**src/rtl/cobra_run_ctrl.sv**
```systemverilog
// Run-control sequencer for the CYBERcobra core: gates every PC/RF commit through
// core_en_o and provides run, halt, single-step, breakpoint and end-of-program stop.
module cobra_run_ctrl #(
  parameter int ADDR_W = 32,
  parameter int CNT_W  = 32
) (
  input  logic              clk_i,
  input  logic              rst_i,
  input  logic              run_req_i,
  input  logic              halt_req_i,
  input  logic              step_req_i,
  input  logic              bp_en_i,
  input  logic [ADDR_W-1:0] bp_addr_i,
  input  logic [ADDR_W-1:0] pc_i,
  input  logic [31:0]       instr_i,
  output logic              core_en_o,
  output logic [1:0]        state_o,
  output logic              halted_o,
  output logic              done_o,
  output logic [CNT_W-1:0]  instr_cnt_o
);

  localparam logic [1:0] ST_HALT = 2'b00;
  localparam logic [1:0] ST_RUN  = 2'b01;
  localparam logic [1:0] ST_STEP = 2'b10;
  localparam logic [1:0] ST_DONE = 2'b11;

  logic [1:0]       state_q, state_d;
  logic [CNT_W-1:0] cnt_q, cnt_d;
  logic             bp_skip_q, bp_skip_d;

  logic bp_hit, end_hit, stop_run, core_en;

  assign bp_hit   = bp_en_i & (pc_i == bp_addr_i);
  // A J with offset 0 is a self-loop: the program can make no further progress.
  assign end_hit  = instr_i[31] & (instr_i[12:5] == 8'd0);
  assign stop_run = halt_req_i | end_hit | (bp_hit & ~bp_skip_q);

  always_comb begin
    // NOTE: every combinational output gets a default first so no path infers a latch.
    core_en = 1'b0;
    unique case (state_q)
      ST_RUN:  core_en = ~stop_run;
      ST_STEP: core_en = ~end_hit;
      default: core_en = 1'b0;
    endcase
  end

  always_comb begin
    state_d   = state_q;
    bp_skip_d = bp_skip_q;
    unique case (state_q)
      ST_HALT: begin
        // halt_req_i in HALT is a no-op, but it still blocks a same-cycle step/run.
        if (!halt_req_i && (step_req_i || run_req_i)) begin
          state_d   = step_req_i ? ST_STEP : ST_RUN;
          bp_skip_d = bp_hit;
        end
      end
      ST_RUN: begin
        if (end_hit)                                   state_d = ST_DONE;
        else if (halt_req_i || (bp_hit && !bp_skip_q)) state_d = ST_HALT;
      end
      ST_STEP: state_d = end_hit ? ST_DONE : ST_HALT;
      default: state_d = ST_DONE;
    endcase
    if (core_en) bp_skip_d = 1'b0;
  end

  // Saturating retire counter: it sticks at all-ones rather than wrapping.
  assign cnt_d = (core_en && !(&cnt_q)) ? cnt_q + CNT_W'(1) : cnt_q;

  always_ff @(posedge clk_i or posedge rst_i) begin
    // NOTE: sequential state uses non-blocking assignments so all registers update together.
    if (rst_i) begin
      state_q   <= ST_HALT;
      cnt_q     <= '0;
      bp_skip_q <= 1'b0;
    end else begin
      state_q   <= state_d;
      cnt_q     <= cnt_d;
      bp_skip_q <= bp_skip_d;
    end
  end

  assign core_en_o   = core_en;
  assign state_o     = state_q;
  assign halted_o    = (state_q == ST_HALT) || (state_q == ST_DONE);
  assign done_o      = (state_q == ST_DONE);
  assign instr_cnt_o = cnt_q;

endmodule

```
**config.mk**
```make
export PLATFORM = sky130hd
export DESIGN_NAME = cobra_run_ctrl
export DESIGN_NICKNAME = d
export VERILOG_FILES = /design/src/rtl/cobra_run_ctrl.sv
export SDC_FILE = /design/constraint.sdc
export NUM_CORES = 1
export LEC_CHECK = 0
export ABC_AREA = 1
export CAP_MARGIN = 30
export CORE_ASPECT_RATIO = 0.9
export CORE_MARGIN = 10
export CORE_UTILIZATION = 40
export DETAILED_ROUTE_END_ITERATION = 8
export PLACE_DENSITY = 0.78
export RECOVER_POWER = 100
export SYNTH_ARGS = -nofsm -noshare
export SYNTH_HDL_FRONTEND = slang
export SYNTH_SLANG_ARGS = --single-unit
```
**constraint.sdc**
```tcl
create_clock -name clk_i -period 2.1 [get_ports clk_i]
set_input_delay 0.315 -clock clk_i [delete_from_list [all_inputs] [get_ports clk_i]]
set_output_delay 0.315 -clock clk_i [all_outputs]
set_load 0.005 [all_outputs]
```
# After elaboration in Yosys (flattened, before gate mapping)
# Cells that the tools add are included.
[classes] n_addsub=1 eq_ne=6 n_mux=10 n_bitwise=8 reduce_logical=16
[op_table] op="$add A32 B1 Y32 const B" n=1
[op_table] op="$eq A32 B32 Y1" n=1
[op_table] op="$reduce_and A32 Y1" n=1
[op_table] op="$mux W2" n=5
[op_table] op="$logic_not A8 Y1" n=1
[op_table] op="$pmux W2 S3" n=1
[op_table] op="$eq A2 B2 Y1 const B" n=2
[op_table] op="$reduce_and A2 Y1" n=2
[op_table] op="$reduce_bool A2 Y1" n=2
[op_table] op="$and A1 B1 Y1" n=3
[op_table] op="$logic_and A1 B1 Y1" n=3
[op_table] op="$logic_not A1 Y1" n=3
[op_table] op="$logic_or A1 B1 Y1" n=3
[op_table] op="$mux W1" n=3
[op_table] op="$ne A3 B3 Y1 const B" n=1
[op_table] op="$not A1 Y1" n=3
[op_table] op="$eq A2 B1 Y1 const B" n=1
[op_table] op="$logic_not A2 Y1" n=1
[op_table] op="$ne A2 B2 Y1 const B" n=1
[op_table] op="$or A1 B1 Y1" n=2
[op_table] op="$pmux W1 S2" n=1
[totals] reg_bits=35 in_bits=102 output_inout_bits=37 word_cells=44

# Logic depth before layout (Yosys ltp)
# Gate-level depths: netlist (run 1).
[logic_depth] ltp_word=8 depth_mapped=15 ltp_nobuf=14

# Worst setup path before layout (run 1)
# OpenSTA, ideal clock, no wires.
[synth_path] path_type="flip-flop to flip-flop" start="reg cnt_q[1] (netlist: instr_cnt_o[1])" end="reg cnt_q[7] (netlist: instr_cnt_o[7])" setup_time_ns=0.117 arrival_ns=1.555 required_ns=1.983 path_slack_ns=0.427 stages_incl_launch_ff=10 path_buffers=1 synth_period_minus_slack_ns=1.673 path_cell_list="dfrtp_1 ha_1 nand3_2 nor2_4 nand3_4 nor2_4 nand2_2 buf_2 nand4_1 nand2_1"
[synth_between] elab_chain_cells=3 elab_cells_between_ends=4 cone_classes="1 x add/sub; 3 x reduce/logical"
[synth_rtl] item="from (decl)" line_no="29" rtl="logic [CNT_W-1:0] cnt_q, cnt_d;"
[synth_rtl] item="from (signal assigned)" line_no="81" rtl="cnt_q <= cnt_d;"
[synth_rtl] item="branches (longest 3 deep; another with $add A32 B1 Y32)"
# Parallel ways; which one is timed is not known.
# A chain may end at the register's enable or synchronous reset.

# Worst setup path in the final report (run 1)
[layout_path] start="in bp_addr_i[7]" end="out core_en_o"
[layout_between] elab_chain_cells=6
[layout_rtl] item="from (decl)" line_no="13" rtl="input logic [ADDR_W-1:0] bp_addr_i,"
[layout_rtl] item="$eq A32 B32 Y1" line_no="34" rtl="assign bp_hit = bp_en_i & (pc_i == bp_addr_i);"
[layout_rtl] item="$and A1 B1 Y1" line_no="34"
[layout_rtl] item="$and A1 B1 Y1" line_no="37" rtl="assign stop_run = halt_req_i | end_hit | (bp_hit & ~bp_skip_q);"
[layout_rtl] item="$or A1 B1 Y1" line_no="37"
[layout_rtl] item="$not A1 Y1" line_no="43" rtl="ST_RUN: core_en = ~stop_run;"
[layout_rtl] item="$pmux W1 S2" line_no="42" rtl="unique case (state_q)"
[layout_rtl] item="to (decl)" line_no="16" rtl="output logic core_en_o,"
# No other way between the ends.

==> results.md, run 1 <==
- Routability-driven placement congestion ratio: 0.9344
- CTS Root Cell: clkbuf_8
- Multi-input logic area: 1864 um^2
- Max stage delay on crit path: 0.46 ns
- Kind of critical path: input port to output pin
- Setup WS post-layout: 0.08592 ns
- Die Ht: 102.5 um
- Starting Density: 0.4208
- Power density cells: 630.6 nW/um^2
- H-tree depth: 2
- Chip width: 111.6 um
- Fillers: 665
- CP Data Arrival Time: 1.70 ns
- #FFs+latches synth: 35
- DIE AREA: 11,440 um^2
- ANT nets after route: 0
- Final period util: 0.9591
- Post-Layout Cell Count: 705
- MaxCap Viol Count: 0
- Largest net degree at the start of global routing: 36
- Detailed Route WL: 10,720 um
- Area Overhead vs Synth: 50.99%
- Setup WS pre-CTS: -0.4306 ns
- Syn nets: 586
- Avg WL per Cell: 15.20 um
- Iter 0 DRT Violations: 207
- Share of layout cells above drive strength 1: 0.08497
- Worst vdd ir: 0.6194 mV
- Worst Hold Launch: bp_skip_q
- Fmax: 496.5 MHz
- Drt first pass iters: 4
- Post-route DRC violation count: 0
- Buf/Inv on CP: 3
- DP Cell Count: 688
- Clock sink total: 35
- YS warnings: 0
- Overall power: 2.878 mW
- Clock latency at the later pin of the worst-skew pair: 0.29 ns
- # port buffers: 115
- Number of library cell types mapped by synthesis: 25
- Finish-stage setup viols: 0
- Worst setup SP type: input port
- Final net count: 718
- Hold endpoint: bp_skip_q
- Final Max Slew Viols: 0
- I/O pin cnt: 139
- Total Routing Usage GR: 0.1804
- Leakage: 2.626 nW
- DP HPWL: 8839 um
- Setup Skew: 0.008851 ns
- R2R cell count: 11
- Ant diodes: 0
- Post-Synthesis Cells: 479
- Slew margin rel.: 0.4116
- CP endpoint kind: output pin
- Core area: 7184 um^2
- FP Rows: 29
- Sequential fraction of the synthesis area: 0.2897
- Longest Clk Path Bufs: 2
- TritonCTS buffer count: 5
- Count of final hold-check violations: 0
- Vias per std cell: 4.940
- Post-synthesis average cell area: 6.311 um^2
- Finished Core Util: 0.6353
- Status: completed
- Initial antenna violation count: 0
- Register area: 875.8 um^2
- Worst R2R End: instr_cnt_o[29]
- Number of cells on the worst hold path: 2
- Period minus WS final: 2.014 ns
- Via count: 3,483
- Worst slew pin tran: 0.8826 ns
- Post-Syn Area: 3023 um^2
- Total negative slack: 0 ns
- Vias in the first global route: 3,308
- First-pass GRT wire length: 17,080 um
- Reg-to-reg startpoint: state_o[1]
- Crit path top cell by count: nand2_1
- Clock-pin slew on the worst setup and hold paths: 0.07 ns
- Slowest CP cell: clkdlybuf4s50_1
- CTS tree: built
- Grt total ovfl: 0
- Flop-to-flop setup slack: 0.14 ns
- Worst path cell trace: clkdlybuf4s50_1, inv_1, nand2_1, nand2_1, nor2_1, nand3_1, nor3_2, nand3_2, nand2_2, a21oi_2, buf_2
- Top delay family on crit path: simple AND/OR/NAND/NOR gates
- Worst Path Required: 1.78 ns
- Worst min path class: register to register
- Worst-path fanout max: 2
[repair_timing]
action,in CTS,in global routing
pin swaps,14,31
setup endpoints to repair,1,35
buffers inserted,9,2
resized for setup,34,33
hold buffers,0,0
endpoints found under the hold margin,0,0
[registers in the layout, summed over array words and instances (netlist names)]
signal and flops:
bp_skip_q 1, instr_cnt_o 32, state_o 2
[cells by family after synthesis]
kind of cell / after synthesis / share of synthesized area
AND/OR/NAND/NOR: 316 / 0.4640
AO/OA/AOI/OAI: 11 / 0.01821
adder cells (fa/ha/maj): 5 / 0.02070
XOR/XNOR: 35 / 0.1014
buffers and inverters: 77 / 0.1060
flip-flops: 35 / 0.2897
[power breakdown]
part	internal, mW	switching (mW)	leakage, nW
Sequential	0.732	0.0731	0.481
Clock	0.232	0.254	0.0412
Combinational	0.699	0.888	2.10
Total	1.66	1.21	2.63
[cell usage in the layout (no fill, tap or decap), types with 4 or more instances in the layout]
cell / netlist / layout
inv_1: 64 / 63
nand4_1: 42 / 42
dlygate4sd2_1: 0 / 26
nor3_1: 14 / 13
clkbuf_8: 0 / 5
xor2_1: 18 / 18
nand2_1: 180 / 179
nand3_1: 12 / 10
ha_1: 5 / 4
dlymetal6s2s_1: 0 / 23
clkdlybuf4s50_1: 0 / 28
dlygate4sd3_1: 0 / 36
dfrtp_1: 35 / 35
a21oi_1: 6 / 4
buf_4: 0 / 18
xnor2_1: 17 / 17
nor2_1: 53 / 51
[final cells by class]
cell class              instances  area share
flip-flops and latches         35      0.1919
repair buffers                138      0.3029
inverters                      64     0.05263
clock inverters                 2    0.002741
multi-input cells             367      0.4084
clock buffers                   6     0.01590
well taps                      93     0.02549
[worst reg2reg max path, stage by stage (launching register included)]
cell     delay (ns)
dfrtp_1        0.41
inv_1          0.12
ha_1           0.15
nor3b_1        0.27
nand2_2        0.11
buf_4          0.14
buf_4          0.13
nand2_4        0.09
nand3_4        0.11
buf_12         0.18
nand2_1        0.07
nand2_1        0.05
[synthesized netlist by cell type]
master,instances,share of area
o21ai_1,1,0.0017
clkbuf_1,1,0.0012
inv_1,64,0.079
nand3_2,1,0.0033
xnor2_1,17,0.049
nor2_1,53,0.066
nand4_1,42,0.087
nor3b_1,1,0.0025
nand2_2,2,0.0041
ha_1,5,0.021
buf_2,7,0.012
xor2_1,18,0.052
nor4_1,3,0.0062
o21ai_0,4,0.0066
buf_6,3,0.011
nor3_1,14,0.023
nor2_4,2,0.0074
nand2_1,180,0.22
a21oi_1,6,0.0099
nand3_1,12,0.020
nand3_4,2,0.012
buf_1,2,0.0025
nor3_2,1,0.0033
dfrtp_1,35,0.29
or2_2,3,0.0062
[layer usage]
layer	track usage	wire length (um)	up-vias
met1	0.2349	4920	1599
met4	0.02863	51	0
li1	-	-	1778
met3	0.03456	629	6
met5	0	0	-
met2	0.3089	5118	100
[worst max path at each step]
stage / startpoint / endpoint / slack (ns) / cells after the start
finish: bp_addr_i[7] / core_en_o / 0.09 / 11
global route: state_o[1] / instr_cnt_o[7] / -0.002 / 11
CTS: bp_addr_i[29] / bp_skip_q / 0.0009 / 18
detailed placement: pc_i[8] / core_en_o / -0.43 / 13
global placement: pc_i[9] / core_en_o / -0.36 / 13
floorplan: instr_cnt_o[1] / instr_cnt_o[7] / 0.43 / 9
[metrics by stage]
step	hold slack, ns	cell area [um^2]
final	0.5309	4564
after detailed placement	0.5222	4353
after CTS	0.4350	4482
after global placement	0.5169	4353
after floorplan	0.4693	3023
after global routing	0.5411	4564
No activity file was read; power rests on OpenSTA's default activity.
==> run 2: changes to the inputs <==
Settings changed: CAP_MARGIN 30 to 20, CORE_MARGIN 10 to 3.
==> results.md, run 2 (synthesis gave the netlist of run 1 again) <==
- Status: completed
- Starting Density: 0.4208 (unchanged)
- CP endpoint kind: output pin
- Leakage: 2.675 nW (+1.8%)
- Cell area after layout: 4578 um^2 (+0.30%)
- Chip width: 97.64 um (-13%)
- Switching share of power: 0.4148 (-0.007311)
- Initial antenna violation count: 0 (unchanged)
- Clock sink total: 35 (unchanged)
- H-tree depth: 2 (unchanged)
- Vias per std cell: 5.086 (+2.9%)
- Detailed Route WL: 9725 um (-9.3%)
- Fmax: 490.7 MHz (-1.2%)
- Hold Buf Count CTS: 0 (unchanged)
- TritonCTS buffer count: 5 (unchanged)
- Share of layout cells above drive strength 1: 0.07414 (-0.01083)
- Buf/Inv on CP: 3 (unchanged)
- Top delay family on crit path: buffers and inverters
- Worst path cell trace: inv_1, ha_1, inv_1, clkdlybuf4s50_1
- Count of final hold-check violations: 0 (unchanged)
- Worst vdd ir: 0.5338 mV (-14%)
- Ant diodes: 0 (unchanged)
- First-pass GRT wire length: 16,130 um (-5.5%)
- Clock network power share: 0.150 (-0.019)
- DP Cell Count: 690 (+0.29%)
- FP Rows: 29 (unchanged)
- Worst min path class: register to register
- Die Ht: 88.47 um (-14%)
- Most common cell after layout, fill and taps aside: nand2_1
- Power Internal: 1.711 mW (+2.9%)
- CTS tree: built
- MaxCap Viol Count: 0 (unchanged)
- Share of power burned in registers: 0.275 (-0.005)
- Clock-pin slew on the worst setup and hold paths: 0.06 ns (about the same)
- Most frequent cells in the layout: nand2_1, inv_1, nor2_1, nand4_1, dfrtp_1
- CP Data Arrival Time: 1.72 ns (+0.02 ns)
- Max reg flops: 32 (unchanged)
- DIE AREA: 8638 um^2 (-24%)
- Finish-stage setup viols: 0 (unchanged)
- Overall power: 2.924 mW (+1.6%)
- # port buffers: 115 (unchanged)
- Kind of critical path: register to output pin
- Slew margin rel.: 0.4283 (+0.01669)
- Vias in the first global route: 3,332 (+0.73%)
- Final Max Slew Viols: 0 (unchanged)
- Slowest CP cell: clkdlybuf4s50_1
- Area Overhead vs Synth: 51.45%
- Period minus WS final: 2.038 ns (+0.02398 ns)
- Drt first pass iters: 5 (+1)
- Avg WL per Cell: 13.89 um (-8.6%)
- Longest Clk Path Bufs: 2 (unchanged)
- Final net count: 715 (-0.42%)
- Worst Path Required: 1.78 ns (about the same)
- Total negative slack: 0 ns (unchanged)
- DP HPWL: 7587 um (-14%)
- ANT nets after route: 0 (unchanged)
- Routability-driven placement congestion ratio: 1.043 (+12%)
- Post-route DRC violation count: 0 (unchanged)
- Fillers: 640 (-3.8%)
- Max stage delay on crit path: 0.52 ns (+0.06 ns)
- Worst setup SP type: register
- Via count: 3,560 (+2.2%)
- Setup Skew: 0.003197 ns (-0.005654 ns)
- Final period util: 0.9705 (+0.01142)
- CTS Root Cell: clkbuf_8
- I/O pin cnt: 139 (unchanged)
- Logic pwr share: 0.574 (+0.023)
- Largest net degree at the start of global routing: 36 (unchanged)
- Iter 0 DRT Violations: 251 (+21%)
- Core area: 7184 um^2 (unchanged)
- Sw Pwr: 1.213 mW (-0.18%)
- Post-Layout Cell Count: 700 (-0.71%)
- Total Routing Usage GR: 0.2258 (+0.04532)
- Clock latency at the later pin of the worst-skew pair: 0.28 ns (about the same)
- Grt total ovfl: 0 (unchanged)
- Worst-path fanout max: 4 (+2)
- Power density cells: 638.6 nW/um^2 (+1.3%)
- Crit path top cell by count: inv_1
- Hold WS: 0.5452 ns (+0.01431 ns)
- Worst slew pin tran: 0.8575 ns (-0.02504 ns)
- DP Area: 4380 um^2 (+0.63%)
- RSZ-0062 raised after global routing: yes
-- run 2: metrics by stage --
step                      worst slack [ns]    util
final                              0.06194  0.6372
after global routing              -0.03328  0.6372
after global placement             -0.3280  0.6097
after floorplan                     0.4272       -
after CTS                         0.003527  0.6172
after detailed placement           -0.4229  0.6097
-- run 2: area by class of cell --
cell class,instances,area [um^2],share of cell area
inverter,64,240.2,0.05247
timing repair buffer,135,1406,0.3072
sequential,35,875.8,0.1913
tap,93,116.4,0.02542
multi-input combinational,367,1867,0.4078
clock buffer,6,72.57,0.01585
-- run 2: power groups by stage --
stage | Clock, mW | Sequential (mW) | Combinational [mW]
finish | 0.440 | 0.805 | 1.68
detailed placement | 0 | 0.818 | 1.54
global placement | 0 | 0.816 | 1.51
CTS | 0.446 | 0.807 | 1.54
global route | 0.486 | 0.810 | 1.82
floorplan | 0 | 0.814 | 0.847
-- run 2: final timing paths --
path	startpoint	end	slack [ns]	cells past startpoint
worst max-delay path	state_o[1]	halted_o	0.06	4
worst max register to register	instr_cnt_o[0]	instr_cnt_o[30]	0.18	10
worst min register to register	instr_cnt_o[27]	instr_cnt_o[27]	0.55	2
worst min-delay path	instr_cnt_o[27]	instr_cnt_o[27]	0.55	2
min in group asynchronous	rst_i	instr_cnt_o[7]	0.74	3
max in group asynchronous	rst_i	instr_cnt_o[26]	0.82	3
-- run 2: timing repair --
action / 4_1_cts / 5_1_grt
buffers inserted: 1 / 2
gates resized for setup: 28 / 43
endpoints found under the setup margin: 1 / 36
pin swaps: 14 / 25
gates cloned: 0 / 1
-- run 2: worst register-to-register path, cell delays in order, from the launching register on --
cell     delay (ns)
dfrtp_1        0.40
ha_1           0.24
nand3_2        0.14
nor2_4         0.15
nand3_4        0.11
nor2_4         0.13
nand2_2        0.19
nand3_4        0.21
buf_12         0.16
nand2_2        0.06
nand2_1        0.07
-- run 2: metal layers --
layer,GRT usage,share of wire,vias to the layer above
met2,0.3920,0.49,171
met1,0.3075,0.43,1599
met4,0.03899,0.012,0
met5,0,0,-
li1,-,-,1769
met3,0.03152,0.074,21
